[src/rtl/mips_mem_pkg.sv]
// Shared types and constants for the unified instruction/data memory port controller.
package mips_mem_pkg;

    localparam int MEM_DATA_WIDTH = 32;
    localparam int MEM_ADDR_WIDTH = 16;

    // Top address bit: 0 = instruction ROM, 1 = data RAM.
    localparam int ROM_SEL_BIT = MEM_ADDR_WIDTH - 1;

    typedef enum logic [1:0] {
        IDLE   = 2'd0,
        ACCESS = 2'd1,
        RESP   = 2'd2
    } state_t;

    typedef enum logic {
        REQ_IF = 1'b0,
        REQ_D  = 1'b1
    } req_id_t;

endpackage

[src/rtl/rr_arbiter_2.sv]
// Two-input round-robin arbiter: a lone requester always wins, and on a tie the
// requester that was not served most recently wins.
module rr_arbiter_2
    import mips_mem_pkg::*;
(
    input  logic    req_if,
    input  logic    req_d,
    input  req_id_t last,
    output logic    gnt_if,
    output logic    gnt_d
);

    // Combinational grant from the request pair and the last-served flag.
    always_comb begin
        gnt_if = req_if & (~req_d  | (last == REQ_D));
        gnt_d  = req_d  & (~req_if | (last == REQ_IF));
    end

endmodule

[src/rtl/mem_port_arbiter.sv]
// Controller for the single-ported unified memory of the multi-cycle MIPS core.
// Arbitrates fetch and load/store requests, walks each one through the memory's
// registered read latency and returns registered data with a one-cycle valid.
// Stores into the ROM half of the address space are suppressed and flagged.
module mem_port_arbiter
    import mips_mem_pkg::*;
#(
    parameter int DATA_WIDTH = MEM_DATA_WIDTH,
    parameter int ADDR_WIDTH = MEM_ADDR_WIDTH
)
(
    input  logic                  clk,
    input  logic                  rst_n,
    input  logic                  if_req,
    input  logic [ADDR_WIDTH-1:0] if_addr,
    output logic                  if_gnt,
    output logic                  if_rvalid,
    output logic [DATA_WIDTH-1:0] if_rdata,
    input  logic                  d_req,
    input  logic                  d_we,
    input  logic [ADDR_WIDTH-1:0] d_addr,
    input  logic [DATA_WIDTH-1:0] d_wdata,
    output logic                  d_gnt,
    output logic                  d_rvalid,
    output logic [DATA_WIDTH-1:0] d_rdata,
    output logic                  d_err,
    output logic [ADDR_WIDTH-1:0] mem_addr,
    output logic                  mem_we,
    output logic [DATA_WIDTH-1:0] mem_wd,
    input  logic [DATA_WIDTH-1:0] mem_rd,
    output logic                  busy
);

    // ROM/RAM select bit, tracking ADDR_WIDTH if the port is ever resized.
    localparam int SEL_BIT = ROM_SEL_BIT + (ADDR_WIDTH - MEM_ADDR_WIDTH);

    state_t                state_q;
    state_t                state_d;
    req_id_t               last_q;
    req_id_t               id_q;
    logic [ADDR_WIDTH-1:0] addr_q;
    logic                  we_q;
    logic [DATA_WIDTH-1:0] wdata_q;
    logic                  arb_if;
    logic                  arb_d;

    rr_arbiter_2 u_arb (
        .req_if (if_req),
        .req_d  (d_req),
        .last   (last_q),
        .gnt_if (arb_if),
        .gnt_d  (arb_d)
    );

    // Next-state logic; grants are only offered from IDLE and never during reset.
    always_comb begin
        state_d = state_q;
        if_gnt  = 1'b0;
        d_gnt   = 1'b0;
        case (state_q)
            IDLE: begin
                if (rst_n) begin
                    if_gnt = arb_if;
                    d_gnt  = arb_d;
                    if (arb_if || arb_d) begin
                        state_d = ACCESS;
                    end
                end
            end
            ACCESS:  state_d = RESP;
            RESP:    state_d = IDLE;
            default: state_d = IDLE;
        endcase
    end

    // State register.
    always_ff @(posedge clk) begin
        if (!rst_n) begin
            state_q <= IDLE;
        end else begin
            state_q <= state_d;
        end
    end

    // Capture the winning request; its fields are ignored after the grant cycle.
    always_ff @(posedge clk) begin
        if (!rst_n) begin
            id_q    <= REQ_IF;
            addr_q  <= '0;
            we_q    <= 1'b0;
            wdata_q <= '0;
        end else if (if_gnt) begin
            id_q    <= REQ_IF;
            addr_q  <= if_addr;
            we_q    <= 1'b0;
            wdata_q <= '0;
        end else if (d_gnt) begin
            id_q    <= REQ_D;
            addr_q  <= d_addr;
            we_q    <= d_we;
            wdata_q <= d_wdata;
        end
    end

    // Response stage: route memory data to the winner, pulse its valid, and
    // record who was served so the next tie goes the other way.
    always_ff @(posedge clk) begin
        if (!rst_n) begin
            last_q    <= REQ_D;
            if_rvalid <= 1'b0;
            d_rvalid  <= 1'b0;
            d_err     <= 1'b0;
            if_rdata  <= '0;
            d_rdata   <= '0;
        end else begin
            if_rvalid <= 1'b0;
            d_rvalid  <= 1'b0;
            d_err     <= 1'b0;
            if (state_q == RESP) begin
                last_q <= id_q;
                if (id_q == REQ_IF) begin
                    if_rvalid <= 1'b1;
                    if_rdata  <= mem_rd;
                end else begin
                    d_rvalid <= 1'b1;
                    d_err    <= we_q & ~addr_q[SEL_BIT];
                    if (!we_q) begin
                        d_rdata <= mem_rd;
                    end
                end
            end
        end
    end

    // Memory drive: the address is held through ACCESS and RESP; the write strobe
    // is confined to ACCESS and masked for the ROM half.
    always_comb begin
        mem_addr = addr_q;
        mem_wd   = wdata_q;
        mem_we   = (state_q == ACCESS) & we_q & addr_q[SEL_BIT];
        busy     = (state_q != IDLE);
    end

endmodule

[config.mk]
export PLATFORM = sky130hd
export DESIGN_NAME = mem_port_arbiter
export DESIGN_NICKNAME = d
export VERILOG_FILES = /design/src/rtl/mips_mem_pkg.sv /design/src/rtl/rr_arbiter_2.sv /design/src/rtl/mem_port_arbiter.sv
export SDC_FILE = /design/constraint.sdc
export NUM_CORES = 1
export LEC_CHECK = 0
export ABC_CLOCK_PERIOD_IN_PS = 3300
export BUFFER_PORTS_ARGS = -buffer_cell sky130_fd_sc_hd__buf_2
export CELL_PAD_IN_SITES_DETAIL_PLACEMENT = 1
export CELL_PAD_IN_SITES_GLOBAL_PLACEMENT = 1
export CORE_ASPECT_RATIO = 1.4
export CORE_MARGIN = 8
export CORE_UTILIZATION = 35
export CTS_CLUSTER_SIZE = 30
export DETAILED_ROUTE_END_ITERATION = 16
export PLACE_DENSITY = 0.84
export SLEW_MARGIN = 20
export SYNTH_ARGS = -nofsm -noshare
export SYNTH_HDL_FRONTEND = slang
export SYNTH_SLANG_ARGS = --single-unit
export TNS_END_PERCENT = 30
[constraint.sdc]
create_clock -name clk -period 3.3 [get_ports clk]
set_input_delay 0.33 -clock clk [delete_from_list [all_inputs] [get_ports clk]]
set_output_delay 0.33 -clock clk [all_outputs]
set_load 0.05 [all_outputs]
==> results of run 1 <==
-- flip-flops by register name (all words and copies together), names as in the netlist --
register,count
we_q,1
if_rdata,32
last_q,1
d_rvalid,1
id_q,1
mem_wd,32
state_q,2
d_rdata,32
mem_addr,16
if_rvalid,1
d_err,1
-- how the worst min path moves through the flow --
stage                 startpoint            to  depth (start not counted)
finish                mem_rd[17]   d_rdata[17]                          3
global route           mem_rd[3]   if_rdata[3]                          3
CTS                   mem_rd[17]   d_rdata[17]                          3
detailed placement  if_rdata[10]  if_rdata[10]                          2
global placement    if_rdata[13]  if_rdata[13]                          2
floorplan             mem_rd[10]  if_rdata[10]                          2
-- kinds of logic (layout without fill, tap and decap cells) --
family,count (synthesis),after routing,share of synthesized area
AND/OR/NAND/NOR,207,207,0.207
flip-flops,120,120,0.517
buffers and inverters,67,274,0.0679
AO/OA/AOI/OAI,166,166,0.208
-- synth_stat cells, types with 2 or more instances --
cell type and number:
dfxtp_1 120, inv_1 11, a21boi_0 5, buf_4 4
buf_2 15, a311oi_1 9, o21ai_0 34, buf_6 4
nor2_1 3, nand2_1 130, o311a_1 7, and2_1 2
clkbuf_1 32, o41ai_1 9, a21boi_1 2, nand4bb_1 2
or4_1 7, nor3_1 9, a21oi_1 99, nand3_1 33
and3b_1 2, and3_1 7
-- area by class of cell --
| class | count | share of cell area |
|---|---|---|
| timing repair buffer | 230 | 0.184 |
| clock inverter | 13 | 0.0229 |
| tap | 182 | 0.0356 |
| inverter | 12 | 0.00704 |
| sequential | 120 | 0.375 |
| multi-input combinational | 373 | 0.304 |
| clock buffer | 19 | 0.0707 |
-- routing by layer --
| metal | global-route usage | wire (um) | vias to the layer above |
|---|---|---|---|
| met4 | 0.0777 | 367 | 0 |
| met5 | 0 | 0 | - |
| li1 | - | - | 2321 |
| met3 | 0.0861 | 1550 | 28 |
| met2 | 0.354 | 8890 | 175 |
| met1 | 0.194 | 6330 | 2287 |
-- worst max-delay path: cells and delay by family, from the launching register on --
kind	cells	cell delay, ns
and+or+nand+nor	3	1.02
buffers and inverters	2	0.52
DFF	1	0.42
-- where the power goes --
| part | switching (uW) | leakage [uW] | total (uW) | internal [uW] |
|---|---|---|---|---|
| Clock | 695 | 0.000278 | 1850 | 1160 |
| Sequential | 37.7 | 0.000973 | 1540 | 1510 |
| Combinational | 420 | 0.00156 | 576 | 156 |
-- metrics by stage --
| stage | cell area (um2) | util |
|---|---|---|
| floorplan | 4650 | - |
| global placement | 5800 | 0.440 |
| detailed placement | 5800 | 0.440 |
| CTS | 6400 | 0.485 |
| global route | 6400 | 0.485 |
| finish | 6400 | 0.485 |
==> flow_metrics.tcl, run 1 <==
set metrics [dict create \
    status "completed" \
    postCtsResizedCells 0 \
    synth.yosys.seq_area_share 0.517 \
    critPathRequiredTime_ns 2.97 \
    vias_per_cell 5.07 \
    syn2layout_area_growth_pct 37.8 \
    die-area_um2 17300 \
    setup_slack_ns 0.615 \
    drive_above_1_share 0.351 \
    leakagePower_uw 0.00281 \
    start_util 0.352 \
    multi_input_area_um2 1950 \
    path_class "reg -> out" \
    rows 50 \
    core_area_um2 13200 \
    grt_first_pass_wirelength_um 27500 \
    yosysTopAreaCell "dfxtp_1" \
    cts-root-buf "clkbuf_16" \
    synth_cell_types 36 \
    layout_common_cells "buf_2 (219), nand2_1 (130), dfxtp_1 (120)" \
    synth.avg_cell_area_um2 8.30 \
    grt_usage 0.198 \
    clockBufferDepth 2 \
    clk_pin_slew_ns 0.06 \
    synth_nets 661 \
    worst-endpoint-arrival_ns 2.35 \
    first_iter_violations 227 \
    p_total_uw 3970 \
    path_max_fanout 20 \
    netlist_area_um2 4650 \
    drc 0 \
    cts.htree.levels 4 \
    holdWs_ns 0.170 \
    die_height_um 152 \
    clock_latency_ns 0.41 \
    tightestPinTransition_ns 0.805 \
    synth-edff-count 0 \
    post-place-ws_ns 1.07 \
    slew_headroom 0.463 \
    setup.worst_path.end "if_gnt" \
    power_density_nw_per_um2 621 \
    num_io_pins 220 \
    antenna_left 0 \
    hold_class "in -> reg" \
    rr_startpoint "state_q[0]" \
    async_flop_share 0 \
    yosys-top-cells-area "dfxtp_1 (52%), a21oi_1 (11%), nand2_1 (11%), o21ai_0 (3.7%), nand3_1 (3.6%)" \
    totalNegativeSetupSlack_ns 0 \
    final_common_cell "buf_2" \
    final_net_count 855 \
    fmax_ghz 0.372 \
    ys.flop_type "dfxtp_1" \
    avgRoutedWirePerCell_um 18.1 \
    startpoint_type "register" \
    fp.dieW_um 113 \
    max_stage_delay_ns 0.56 \
    port-buffer-count 219 \
    instances_no_fill 949 \
    vias 4811 \
    numCtsBuffers 17 \
    fin_crit_ns 2.68 \
    yosysWarningCount 0 \
    fin_crit_sh 0.814 \
    regToRegSetupSlack_ns 1.34 \
    drv_cap 0 \
    cp_cell_sequence "or2_1 > buf_4 > or3_1 > nor2_1 > buf_2" \
    dpl.hpwl_um 12500 \
    setup_viol 0 \
    peakVddDrop_mv 0.302 \
    finalMaxSlewViolations 0 \
    drt_wl_total_um 17100 \
    grt-ovfl-total 0 \
    dp_cells 917 \
    reg2reg_to "mem_addr[2]" \
    worst_r2r_path_depth 4 \
    synth_top_area_frac 0.517 \
    dr.pass1.iters 4 \
    ys_ff_latch 120 \
    synth_cells 560 \
    cp-end-kind "output pin" \
    rsz0062_at_grt "false" \
    cts.sinks 120 \
    cts_tree "built" \
    grt_pass1_vias 5273 \
    fin_skew_ns 0.00778 \
    setup.worst_path.start "state_q[0]" \
    antenna_found_initial 0 \
    antennaDiodeCount 0 \
    cpMaxStageDelayCell "or3_1" \
    grt_max_degree 68 \
    hold_viol 0 \
    postCtsHoldBufs 0 \
    fillers 1634 \
    cts_setup_buffers 0 \
    gp_congestion 0.794 \
    seqCellArea_um2 2400 \
]
Power figures use the tool's default switching activity.
==> inputs of run 2 (changes only) <==
--- a/config.mk
+++ b/config.mk
@@ -5,16 +5,17 @@
 export SDC_FILE = /design/constraint.sdc
 export NUM_CORES = 1
 export LEC_CHECK = 0
-export ABC_CLOCK_PERIOD_IN_PS = 3300
+export ABC_AREA = 1
+export ABC_CLOCK_PERIOD_IN_PS = 2550
 export BUFFER_PORTS_ARGS = -buffer_cell sky130_fd_sc_hd__buf_2
 export CELL_PAD_IN_SITES_DETAIL_PLACEMENT = 1
 export CELL_PAD_IN_SITES_GLOBAL_PLACEMENT = 1
 export CORE_ASPECT_RATIO = 1.4
 export CORE_MARGIN = 8
-export CORE_UTILIZATION = 35
+export CORE_UTILIZATION = 32
 export CTS_CLUSTER_SIZE = 30
 export DETAILED_ROUTE_END_ITERATION = 16
-export PLACE_DENSITY = 0.84
+export PLACE_DENSITY = 0.79
 export SLEW_MARGIN = 20
 export SYNTH_ARGS = -nofsm -noshare
 export SYNTH_HDL_FRONTEND = slang
==> constraint.sdc (replaced) <==
create_clock -name clk -period 2.55 [get_ports clk]
set_input_delay 0.255 -clock clk [delete_from_list [all_inputs] [get_ports clk]]
set_output_delay 0.255 -clock clk [all_outputs]
set_load 0.05 [all_outputs]
==> flow_metrics.tcl, run 2 <==
set metrics [dict create \
    hp-start "d_addr[13]" \
    synth.area.mux_share 0 \
    hold_class "in -> reg" \
    worst-endpoint-arrival_ns 1.78 \
    yosysWarningCount 0 \
    fin_crit_ns 2.04 \
    setup_viol 0 \
    synth.avg_cell_area_um2 7.56 \
    peakVddDrop_mv 0.438 \
    fin_crit_sh 0.799 \
    avgRoutedWirePerCell_um 15.4 \
    slew_headroom 0.536 \
    yosysTopAreaCell "dfxtp_1" \
    rr_startpoint "state_q[1]" \
    rows 52 \
    power_density_nw_per_um2 825 \
    synth-edff-count 0 \
    grt-ovfl-total 0 \
    path_class "reg -> out" \
    ys_ff_latch 120 \
    start_util 0.323 \
    die-area_um2 18500 \
    grt_util_met3 0.0682 \
    fillers 1832 \
    reg2reg_to "d_rdata[17]" \
    drc 0 \
    leakagePower_uw 0.00313 \
    grt-busiest-layer "met2" \
    synth_nets 710 \
    regToRegSetupSlack_ns 0.69 \
    synth.yosys.seq_area_share 0.522 \
    die_height_um 158 \
    synth_top_family_by_area "simple AND/OR/NAND/NOR gates" \
    ys.flop_type "dfxtp_1" \
    clk_pin_slew_ns 0.06 \
    final_net_count 921 \
    yosys.area_share.simple 0.260 \
    status "completed" \
    yosys.cell_count.top_type "nand2_1" \
    drv_cap 0 \
    dpl.hpwl_um 11700 \
    port-buffer-count 219 \
    globalRouteMet1Util 0.178 \
    numCtsBuffers 17 \
    core_area_um2 14200 \
    netlist_area_um2 4610 \
    vias_per_cell 4.57 \
    synth_cell_types 24 \
    cts-root-buf "clkbuf_16" \
    totalNegativeSetupSlack_ns 0 \
    cp-end-kind "output pin" \
    postCtsResizedCells 0 \
    tightestPinTransition_ns 0.694 \
    synth-xor-area-share 0 \
    cts_setup_buffers 0 \
    cts_tree "built" \
    fin_skew_ns 0.0209 \
    yosys-top-cells-area "dfxtp_1 (52%), nand2_1 (12%), a21oi_1 (8.9%), nor2_1 (6.9%), nand3_1 (5.2%)" \
    synth_fa_ha_area_frac 0 \
    antennaDiodeCount 0 \
    vias 4664 \
    rsz0062_at_grt "false" \
    synth_cells 609 \
    critPathRequiredTime_ns 2.30 \
    layout_common_cells "buf_2 (219), nand2_1 (143), dfxtp_1 (120)" \
    drt_wl_total_um 15700 \
    startpoint_type "register" \
    antenna_found_initial 0 \
    grt_first_pass_wirelength_um 25300 \
    syn2layout_area_growth_pct 39.4 \
    dr.pass1.iters 4 \
    worstHoldPathCells 3 \
    hold_viol 0 \
    use_met2 0.299 \
    drive_above_1_share 0.328 \
    clockBufferDepth 2 \
    worst_r2r_path_depth 7 \
    clock_latency_ns 0.41 \
    path_max_fanout 34 \
    grt_pass1_vias 5035 \
    hold_path_end "mem_addr[13]" \
    gp_congestion 0.768 \
    synth_common_cells "nand2_1 (143), dfxtp_1 (120), nor2_1 (85)" \
    synth_top_area_frac 0.522 \
    fmax_ghz 0.491 \
    cts.htree.levels 4 \
    postCtsHoldBufs 0 \
    placed_area_um2 5800 \
    fp.dieW_um 117 \
    num_io_pins 220 \
    stdcell_area_um2 6420 \
    cts.sinks 120 \
    grt_max_degree 54 \
    final_common_cell "buf_2" \
    finalMaxSlewViolations 0 \
    antenna_left 0 \
    grt_usage 0.169 \
    async_flop_share 0 \
    synth-compound-area-share 0.129 \
    first_iter_violations 209 \
]
run 2: metal layers:
metal	vias to the layer above	routed length (um)
li1	2358	-
met1	2124	6460
met2	167	7640
met3	15	1390
met4	0	198
met5	-	0
run 2: how the worst max path moves through the flow:
stage,cells after the start,from,to
2_1_floorplan,2,mem_addr[15],mem_we
3_3_place_gp,7,last_q,id_q
3_5_place_dp,7,last_q,mem_wd[12]
4_1_cts,6,state_q[0],d_gnt
5_1_grt,6,state_q[0],d_gnt
6_report,6,state_q[0],d_gnt
run 2: worst max-delay path, cell delays in order, from the launching register on:
cell and delay [ns]:
dfxtp_1 0.37, nor2_4 0.14, nand2_4 0.09, inv_4 0.10, nand2_4 0.06, inv_4 0.27, buf_2 0.34
run 2: cells by family after synthesis:
logic type	Yosys count
flip-flops	120
AO/OA/AOI/OAI	116
AND/OR/NAND/NOR	286
buffers and inverters	87
run 2: through the flow:
stage,utilization,total power [uW],hold WS (ns),cells,worst slack (ns)
after global routing,0.450,5530,0.0741,1021,0.387
final,0.450,5290,0.0636,1021,0.512
after floorplan,-,2570,0.390,609,0.453
after detailed placement,0.407,2810,0.451,990,0.608
after global placement,0.407,2800,0.445,990,0.661
after CTS,0.450,5380,0.0545,1021,0.465
run 2: cell type report:
type	instances	area, um2	share of cell area
repair buffers	229	1170	0.182
clock buffers	17	425	0.0663
flip-flops and latches	120	2400	0.374
clock inverters	14	198	0.0308
multi-input cells	402	1790	0.279
inverters	50	195	0.0304
well taps	189	236	0.0368
run 2: report_power, final:
part	total, uW	switching (uW)	internal [uW]
Clock	2540	899	1640
Sequential	2000	43.5	1960
Combinational	759	556	202
==> inputs of run 3 (changes only) <==
--- a/config.mk
+++ b/config.mk
@@ -5,8 +5,8 @@
 export SDC_FILE = /design/constraint.sdc
 export NUM_CORES = 1
 export LEC_CHECK = 0
-export ABC_AREA = 1
-export ABC_CLOCK_PERIOD_IN_PS = 2550
+export ABC_AREA = 0
+export ABC_CLOCK_PERIOD_IN_PS = 1900
 export BUFFER_PORTS_ARGS = -buffer_cell sky130_fd_sc_hd__buf_2
 export CELL_PAD_IN_SITES_DETAIL_PLACEMENT = 1
 export CELL_PAD_IN_SITES_GLOBAL_PLACEMENT = 1
@@ -15,7 +15,7 @@
 export CORE_UTILIZATION = 32
 export CTS_CLUSTER_SIZE = 30
 export DETAILED_ROUTE_END_ITERATION = 16
-export PLACE_DENSITY = 0.79
+export PLACE_DENSITY = 0.78
 export SLEW_MARGIN = 20
 export SYNTH_ARGS = -nofsm -noshare
 export SYNTH_HDL_FRONTEND = slang
==> constraint.sdc (replaced) <==
create_clock -name clk -period 1.9 [get_ports clk]
set_input_delay 0.19 -clock clk [delete_from_list [all_inputs] [get_ports clk]]
set_output_delay 0.19 -clock clk [all_outputs]
set_load 0.05 [all_outputs]
==> flow_metrics.tcl, run 3 (synthesis results as in run 1) <==
set metrics [dict create \
    clockBufferDepth 2 \
    numCtsBuffers 17 \
    startpoint_type "register" \
    finish.utilization 0.456 \
    grt-ovfl-total 0 \
    gp_congestion 0.749 \
    grt_first_pass_wirelength_um 27000 \
    cts.sinks 120 \
    cts_tree "built" \
    hold_class "in -> reg" \
    totalNegativeSetupSlack_ns 0 \
    finalMaxSlewViolations 0 \
    path_max_fanout 4 \
    fillers 1771 \
    final_net_count 861 \
    power_density_nw_per_um2 1070 \
    fp.dieW_um 118 \
    met3_length_um 1440 \
    setup_viol 0 \
    worst_r2r_path_depth 4 \
    antenna_found_initial 1 \
    wl_met1_um 6660 \
    tightestPinTransition_ns 0.698 \
    worstHoldPathCells 3 \
    vias 4847 \
    worst-endpoint-arrival_ns 1.66 \
    status "completed" \
    drc 0 \
    grt_usage 0.178 \
    clock_latency_ns 0.41 \
    post-place-ws_ns 0.228 \
    final_common_cell "buf_2" \
    p_total_uw 6970 \
    avgRoutedWirePerCell_um 17.7 \
    start_util 0.325 \
    port-buffer-count 219 \
    core_area_um2 14300 \
    hold_viol 0 \
    clk_pin_slew_ns 0.06 \
    leakagePower_uw 0.00285 \
    fmax_ghz 0.540 \
    first_iter_violations 152 \
    dr.pass1.iters 4 \
    drt_wl_total_um 17000 \
    peakVddDrop_mv 0.435 \
    rows 52 \
    fin_crit_ns 1.85 \
    seqCellArea_um2 2400 \
    num_io_pins 220 \
    setup_slack_ns 0.0487 \
    critPathRequiredTime_ns 1.71 \
    slew_headroom 0.535 \
    fin_crit_sh 0.974 \
    rsz0062_at_grt "false" \
    cp-end-kind "output pin" \
    drv_cap 0 \
    antenna_left 0 \
    layout_common_cells "buf_2 (217), nand2_1 (129), dfxtp_1 (120)" \
    routed.top_layer "met4" \
    placed_area_um2 5890 \
    path_class "reg -> out" \
    grt_max_degree 66 \
    cts-root-buf "clkbuf_16" \
    dpl.hpwl_um 12300 \
    multi_input_area_um2 1970 \
    syn2layout_area_growth_pct 40.5 \
    grt_pass1_vias 5206 \
    drive_above_1_share 0.360 \
    vias_per_cell 5.03 \
    die-area_um2 18700 \
    fin_skew_ns 0.0110 \
    wl_met2_um 8690 \
    cts.htree.levels 4 \
    stdcell_area_um2 6530 \
    die_height_um 159 \
]
[run 3: cell count changes in the layout (fill, tap and decap cells not counted), sizes merged, moves of 9 or more]
cell | before | now
nand2 | 146 | 131
a21oi | 83 | 99
a311oi | 0 | 9
nor3 | 1 | 10
o41ai | 0 | 9
inv | 50 | 14
nand3 | 49 | 33
nor2 | 88 | 3
[run 3: per-stage QoR]
stage                     hold slack [ns]  instances
final                              0.0348        963
after floorplan                     0.326        560
after detailed placement            0.448        929
after global placement              0.439        929
after global routing               0.0184        963
after CTS                          0.0141        962
[run 3: report_power, final]
group | internal [uW] | switching [uW]
logic | 300 | 741
registers | 2620 | 57.1
clock network | 2070 | 1180
total | 4990 | 1980
[run 3: per-layer routing]
layer / vias to the layer above / GRT usage
li1: 2338 / -
met1: 2325 / 0.186
met2: 163 / 0.317
met3: 21 / 0.0717
met4: 0 / 0.0636
met5: - / 0
[run 3: area by class of cell]
class                   count  area share
inverters                  12     0.00690
flip-flops and latches    120       0.368
multi-input cells         373       0.302
clock buffers              18      0.0657
well taps                 189      0.0362
diodes                      1    0.000383
repair buffers            236       0.195
clock inverters            14      0.0266
[run 3: timing repair]
action                                  4_1_cts  5_1_grt
endpoints found under the setup margin        2        1
endpoints found under the hold margin         0        0
pin swaps                                     1        0
buffers inserted                              1        0
hold buffers                                  0        0
gates resized for setup                       5        2
[run 3: final timing paths]
kind,slack [ns],from,endpoint
hold / removal,0.03,mem_rd[10],d_rdata[10]
setup / recovery,0.05,state_q[1],if_gnt
setup reg to reg,0.17,state_q[1],if_rdata[15]
hold reg to reg,0.46,d_rdata[20],d_rdata[20]
[run 3: worst max-delay path, cell delays in order (launching register included)]
cell,delay [ns]
dfxtp_1,0.34
or2_1,0.26
or3_4,0.39
nor2_4,0.10
buf_6,0.16
